File: src/rtl/scan_buffer_ctrl.sv
// scan_buffer_ctrl: image-buffer model that sits behind the scanner FSM.
// Fills at one unit per TICK_DIV clocks while the scanner is active, raises
// peer level flags, drains to the host over valid/ready, flushes on request.
//
// Ports:
//   clk, rst          clock; asynchronous active-low reset
//   scanner_state     scanner FSM state (001 = active)
//   start_xfer        host drain request (level sampled)
//   flush_req         clear the buffer
//   xfer_ready        host accepts the current beat
//   xfer_valid        beat available (DRAIN only)
//   xfer_data         beat index, 0..level-1 in order
//   level             current fill level
//   wake_peer         level >= WAKE_LVL
//   handoff           level >= HANDOFF_LVL
//   full              level == CAP
//   xfer_done         one-cycle pulse after the last beat is accepted
module scan_buffer_ctrl #(
  parameter int unsigned CAP         = 100,
  parameter int unsigned TICK_DIV    = 4,
  parameter int unsigned WAKE_LVL    = 50,
  parameter int unsigned HANDOFF_LVL = 90,
  parameter int unsigned LVL_W       = 7
) (
  input  logic             clk,
  input  logic             rst,
  input  logic [2:0]       scanner_state,
  input  logic             start_xfer,
  input  logic             flush_req,
  input  logic             xfer_ready,
  output logic             xfer_valid,
  output logic [LVL_W-1:0] xfer_data,
  output logic [LVL_W-1:0] level,
  output logic             wake_peer,
  output logic             handoff,
  output logic             full,
  output logic             xfer_done
);

  localparam int unsigned DIV_W =
    (TICK_DIV > 1) ? $clog2(TICK_DIV) : 1;

  localparam logic [2:0] S_EMPTY   = 3'd0;
  localparam logic [2:0] S_FILLING = 3'd1;
  localparam logic [2:0] S_HOLD    = 3'd2;
  localparam logic [2:0] S_DRAIN   = 3'd3;
  localparam logic [2:0] S_CLEAR   = 3'd4;

  localparam logic [2:0] SCN_ACTIVE = 3'b001;

  localparam logic [LVL_W-1:0] LVL_CAP  = LVL_W'(CAP);
  localparam logic [LVL_W-1:0] LVL_WAKE = LVL_W'(WAKE_LVL);
  localparam logic [LVL_W-1:0] LVL_HAND = LVL_W'(HANDOFF_LVL);
  localparam logic [LVL_W-1:0] LVL_ONE  = LVL_W'(1);

  localparam logic [DIV_W-1:0] DIV_LAST = DIV_W'(TICK_DIV - 1);
  localparam logic [DIV_W-1:0] DIV_ONE  = DIV_W'(1);

  logic [2:0]       state_q, state_d;
  logic [LVL_W-1:0] level_q, level_d;
  logic [LVL_W-1:0] idx_q, idx_d;
  logic [DIV_W-1:0] div_q, div_d;
  logic             done_q, done_d;

  logic             active;
  logic             beat;
  logic             at_cap;
  logic             lvl_zero;
  logic [LVL_W-1:0] lvl_inc;

  assign active   = (scanner_state == SCN_ACTIVE);
  assign beat     = (state_q == S_DRAIN) && xfer_ready;
  assign at_cap   = (level_q == LVL_CAP);
  assign lvl_zero = (level_q == '0);
  assign lvl_inc  = level_q + LVL_ONE;

  always_comb begin
    state_d = state_q;
    level_d = level_q;
    idx_d   = idx_q;
    div_d   = div_q;
    done_d  = 1'b0;

    if (flush_req) begin
      // A beat already handshaking this cycle still
      // counts; the flush just suppresses xfer_done.
      state_d = S_CLEAR;
      if (beat && !lvl_zero) begin
        level_d = level_q - LVL_ONE;
        idx_d   = idx_q + LVL_ONE;
      end
    end else begin
      unique case (state_q)
        S_EMPTY: begin
          if (active) begin
            state_d = S_FILLING;
            div_d   = '0;
          end
        end

        S_FILLING: begin
          if (!active) begin
            // Partial count is dropped on resume,
            // so div_q is simply left as is here.
            state_d = S_HOLD;
          end else if (at_cap) begin
            state_d = S_HOLD;
          end else if (div_q == DIV_LAST) begin
            div_d   = '0;
            level_d = lvl_inc;
            if (lvl_inc == LVL_CAP) begin
              state_d = S_HOLD;
            end
          end else begin
            div_d = div_q + DIV_ONE;
          end
        end

        S_HOLD: begin
          // Host request outranks resuming the fill.
          if (start_xfer) begin
            if (lvl_zero) begin
              state_d = S_EMPTY;
            end else begin
              state_d = S_DRAIN;
              idx_d   = '0;
            end
          end else if (active && !at_cap) begin
            state_d = S_FILLING;
            div_d   = '0;
          end
        end

        S_DRAIN: begin
          if (beat) begin
            if (lvl_zero) begin
              state_d = S_EMPTY;
            end else begin
              level_d = level_q - LVL_ONE;
              idx_d   = idx_q + LVL_ONE;
              if (level_q == LVL_ONE) begin
                state_d = S_EMPTY;
                done_d  = 1'b1;
              end
            end
          end
        end

        S_CLEAR: begin
          level_d = '0;
          idx_d   = '0;
          div_d   = '0;
          state_d = S_EMPTY;
        end

        default: begin
          state_d = S_EMPTY;
        end
      endcase
    end
  end

  always_ff @(posedge clk or negedge rst) begin
    if (!rst) begin
      state_q <= S_EMPTY;
      level_q <= '0;
      idx_q   <= '0;
      div_q   <= '0;
      done_q  <= 1'b0;
    end else begin
      state_q <= state_d;
      level_q <= level_d;
      idx_q   <= idx_d;
      div_q   <= div_d;
      done_q  <= done_d;
    end
  end

  // Decoded from registered state so that an
  // asynchronous reset drops the beat at once.
  assign xfer_valid = (state_q == S_DRAIN);
  assign xfer_data  = idx_q;
  assign level      = level_q;
  assign wake_peer  = (level_q >= LVL_WAKE);
  assign handoff    = (level_q >= LVL_HAND);
  assign full       = at_cap;
  assign xfer_done  = done_q;

endmodule
File: config.mk
export PLATFORM = sky130hd
export DESIGN_NAME = scan_buffer_ctrl
export DESIGN_NICKNAME = d
export VERILOG_FILES = /design/src/rtl/scan_buffer_ctrl.sv
export SDC_FILE = /design/constraint.sdc
export NUM_CORES = 1
export LEC_CHECK = 0
export BUFFER_PORTS_ARGS = -buffer_cell sky130_fd_sc_hd__buf_2
export CORE_UTILIZATION = 59
export DETAILED_ROUTE_END_ITERATION = 10
export GPL_TIMING_DRIVEN = 0
export PLACE_DENSITY = 0.87
export RECOVER_POWER = 25
export SLEW_MARGIN = 20
export SYNTH_ARGS = -nofsm -noshare
export SYNTH_HDL_FRONTEND = slang
export SYNTH_SLANG_ARGS = --single-unit
File: constraint.sdc
create_clock -name clk -period 4.66 [get_ports clk]
set_input_delay 0 -clock clk [delete_from_list [all_inputs] [get_ports clk]]
set_output_delay 0 -clock clk [all_outputs]
set_load 0.01 [all_outputs]
==> impl_metrics.env <==
export IMPL_synth_area_leaders="dfrtp_1 33%, o21ai_0 6.7%, ha_1 5.9%, nand2_1 5.0%, nor2_1 3.8%"
export IMPL_startpoint_type="register"
export IMPL_multi_input_comb_area_um2=903
export IMPL_crit_required_ps=4850
export IMPL_tightest_slew_ps=1130
export IMPL_fin_nets=224
export IMPL_ys_types=51
export IMPL_pwr_density_cell_mw_per_mm2=345
export IMPL_fin_cells=236
export IMPL_vias=1506
export IMPL_clock_sinks=20
export IMPL_fp_row_count=17
export IMPL_timing_final_crit_share_pct=49.1
export IMPL_io_buffers=26
export IMPL_core_mm2=0.00230
export IMPL_worstHoldEndpoint="state_q[0]"
export IMPL_die_h_um=52.3
export IMPL_syn_avg_cell_area_um2=8.50
export IMPL_yosys_area_top_type_share_pct=33.5
export IMPL_drt_iter0_drc=50
export IMPL_setup_viol=0
export IMPL_vias_per_cell=6.38
export IMPL_dieArea_mm2=0.00274
export IMPL_gp_congestion=0.941
export IMPL_post_drt_wl_per_cell_um=15.5
export IMPL_endpoint_kind="register"
export IMPL_min_from="start_xfer"
export IMPL_synth_largest_area_cell="dfrtp_1"
export IMPL_post_route_drc_count=0
export IMPL_reg2reg_slack_ps=2370
export IMPL_start_util_pct=65.1
export IMPL_netlist_instances=176
export IMPL_grt_pass1_vias=1412
export IMPL_critPathArrivalTime_ps=2480
export IMPL_cts_tree="yes"
export IMPL_die_w_um=52.3
export IMPL_grt_pass1_wl_um=6250
export IMPL_drive_gt1_share_pct=21.6
export IMPL_cts_max_path_buffers=2
export IMPL_vdd_drop_max_mv=0.312
export IMPL_hp_class="in -> reg"
export IMPL_synthesis_area_mm2=0.00150
export IMPL_grtUsageTotal_pct=31.0
export IMPL_worstReg2RegEnd="level[5]"
export IMPL_status="complete, no violations"
export IMPL_fin_tns_setup_ps=0
export IMPL_min_delay_path_depth=3
export IMPL_yosysWarnings=0
export IMPL_r2r_cells=6
export IMPL_ant_nets=0
export IMPL_power_leakage_nw=0.811
export IMPL_yosysSeqAreaShare_pct=33.5
export IMPL_layout_min_cycle_time_ps=2290
export IMPL_cts_resized=0
export IMPL_dp_hpwl_um=2650
export IMPL_slew_headroom_pct=24.7
export IMPL_io_pins=27
export IMPL_root_buffer="clkbuf_4"
export IMPL_cts_made_buffers=3
export IMPL_wirelength_um=3660
export IMPL_drt_pass1_iterations=4
export IMPL_fill_cells=193
export IMPL_regArea_um2=500
export IMPL_syn_num_nets=191
export IMPL_cap_violations=0
export IMPL_cts_clk_slew_worst_paths_ps=120
export IMPL_rr_startpoint="state_q[2]"
export IMPL_grt_max_degree=21
export IMPL_clk_latency_ps=310
export IMPL_grt_overflow=0
export IMPL_antenna_found_initial=0
export IMPL_finalHoldViolCount=0
export IMPL_crit_chain="and3b_1 -> buf_6 -> nor3_1 -> a22oi_2 -> a21oi_1 -> a31oi_1"
export IMPL_max_clock_freq_mhz=437
export IMPL_synth_async_reset_ratio_pct=100
export IMPL_ys_flop_type="dfrtp_1"
export IMPL_dp_cells=230
export IMPL_cp_max_fo=9
export IMPL_rsz0062_at_grt="no"
export IMPL_critical_path_class="reg -> reg"
export IMPL_synthToLayoutAreaGrowth_pct=14.7
export IMPL_crit_path_top_delay_cell="nor3_1"
export IMPL_synth_edf_count=0
export IMPL_maxSlewViolCount=0
export IMPL_diodes=0
export IMPL_cts_max_level=1
export IMPL_ys_ff_latch=20
export IMPL_cpPeakStageDelay_ps=680
export IMPL_clock_skew_ps=1.99
layout by cell type (no fill, tap or decap), drive strengths merged, types with 6 or more instances in the layout:
cell type,instances
buf,32
o21ai,22
nand2,20
dfrtp,20
nor2,15
inv,8
ha,7
clkbuf,7
a31oi,6
a21oi,6
timing repair:
action                                  CTS  global route
hold endpoints to repair                 21             0
hold buffers                              2             0
endpoints found under the setup margin    0             0
setup buffers                             0             0
worst max-delay path, delay by kind of cell, from the launching register on:
family	cells	cell delay, ps
buf+inv	1	140
compound gates	3	620
flops	1	500
simple gates	2	900
report_power, final:
part / total, mW / switching [mW] / internal (mW)
Combinational: 0.253 / 0.149 / 0.104
Sequential: 0.233 / 0.0366 / 0.197
Clock: 0.106 / 0.0587 / 0.0478
routing by layer:
metal,up-vias,global-route usage (%),routed length [um]
li1,714,-,-
met1,714,39.4,1560
met2,68,49.4,1710
met3,10,5.22,286
met4,0,17.5,99
met5,-,0,0
Yosys cell counts, drive strengths merged, types with 2 or more instances:
| master | instances |
|---|---|
| nor4 | 2 |
| a21oi | 6 |
| nand3 | 4 |
| or2 | 2 |
| and2 | 2 |
| and3 | 2 |
| xor2 | 2 |
| nor2b | 2 |
| nand2b | 3 |
| clkbuf | 2 |
| nor3 | 5 |
| a31oi | 6 |
| o31ai | 3 |
| nand2 | 20 |
| o311ai | 2 |
| ha | 7 |
| a22o | 4 |
| o21ai | 22 |
| or3 | 3 |
| inv | 8 |
| mux2i | 2 |
| buf | 7 |
| nor2 | 15 |
| nor3b | 4 |
| dfrtp | 20 |
| o22ai | 2 |
registers in the layout, indices dropped and copies added, names as in the netlist:
name / flops
xfer_data: 7
state_q: 3
div_q: 2
level: 7
xfer_done: 1
layout make-up:
cell class                 count  area share, %
buffer                         9           3.57
sequential                    20           29.2
timing repair buffer          28           8.68
multi-input combinational    139           52.7
inverter                       8           1.75
clock buffer                   4           2.12
tap                           28           2.04
cells by family after synthesis:
| logic type | after synthesis | share of synthesized area (%) |
|---|---|---|
| adders and majority gates | 7 | 5.86 |
| muxes | 3 | 2.09 |
| xor gates and xnor gates | 2 | 1.17 |
| DFF | 20 | 33.5 |
| AOI/OAI and AO/OA | 59 | 27.4 |
| and+or+nand+nor | 68 | 23.8 |
| buffers and inverters | 17 | 6.11 |
per-stage QoR:
step | worst slack [ps] | utilization (%) | total power, mW | hold slack, ps | instance area, um2
after CTS | 2420 | 74.7 | 0.587 | 119 | 1720
after detailed placement | 2450 | 72.3 | 0.483 | -30.0 | 1660
after global placement | 2530 | 72.3 | 0.476 | -37.6 | 1660
after floorplan | 2710 | - | 0.407 | -296 | 1500
after global routing | 2130 | 74.7 | 0.636 | 119 | 1720
final | 2370 | 74.7 | 0.593 | 129 | 1720
how the worst max path moves through the flow:
stage	start	endpoint	slack, ps	cells past startpoint
2_1_floorplan	level[3]	level[4]	2710	6
3_3_place_gp	state_q[2]	level[2]	2530	6
3_5_place_dp	state_q[2]	level[5]	2450	6
4_1_cts	state_q[2]	level[5]	2420	6
5_1_grt	state_q[2]	level[5]	2130	6
6_report	state_q[2]	level[5]	2370	6
Note: power is estimated with default switching activity, not from simulation.
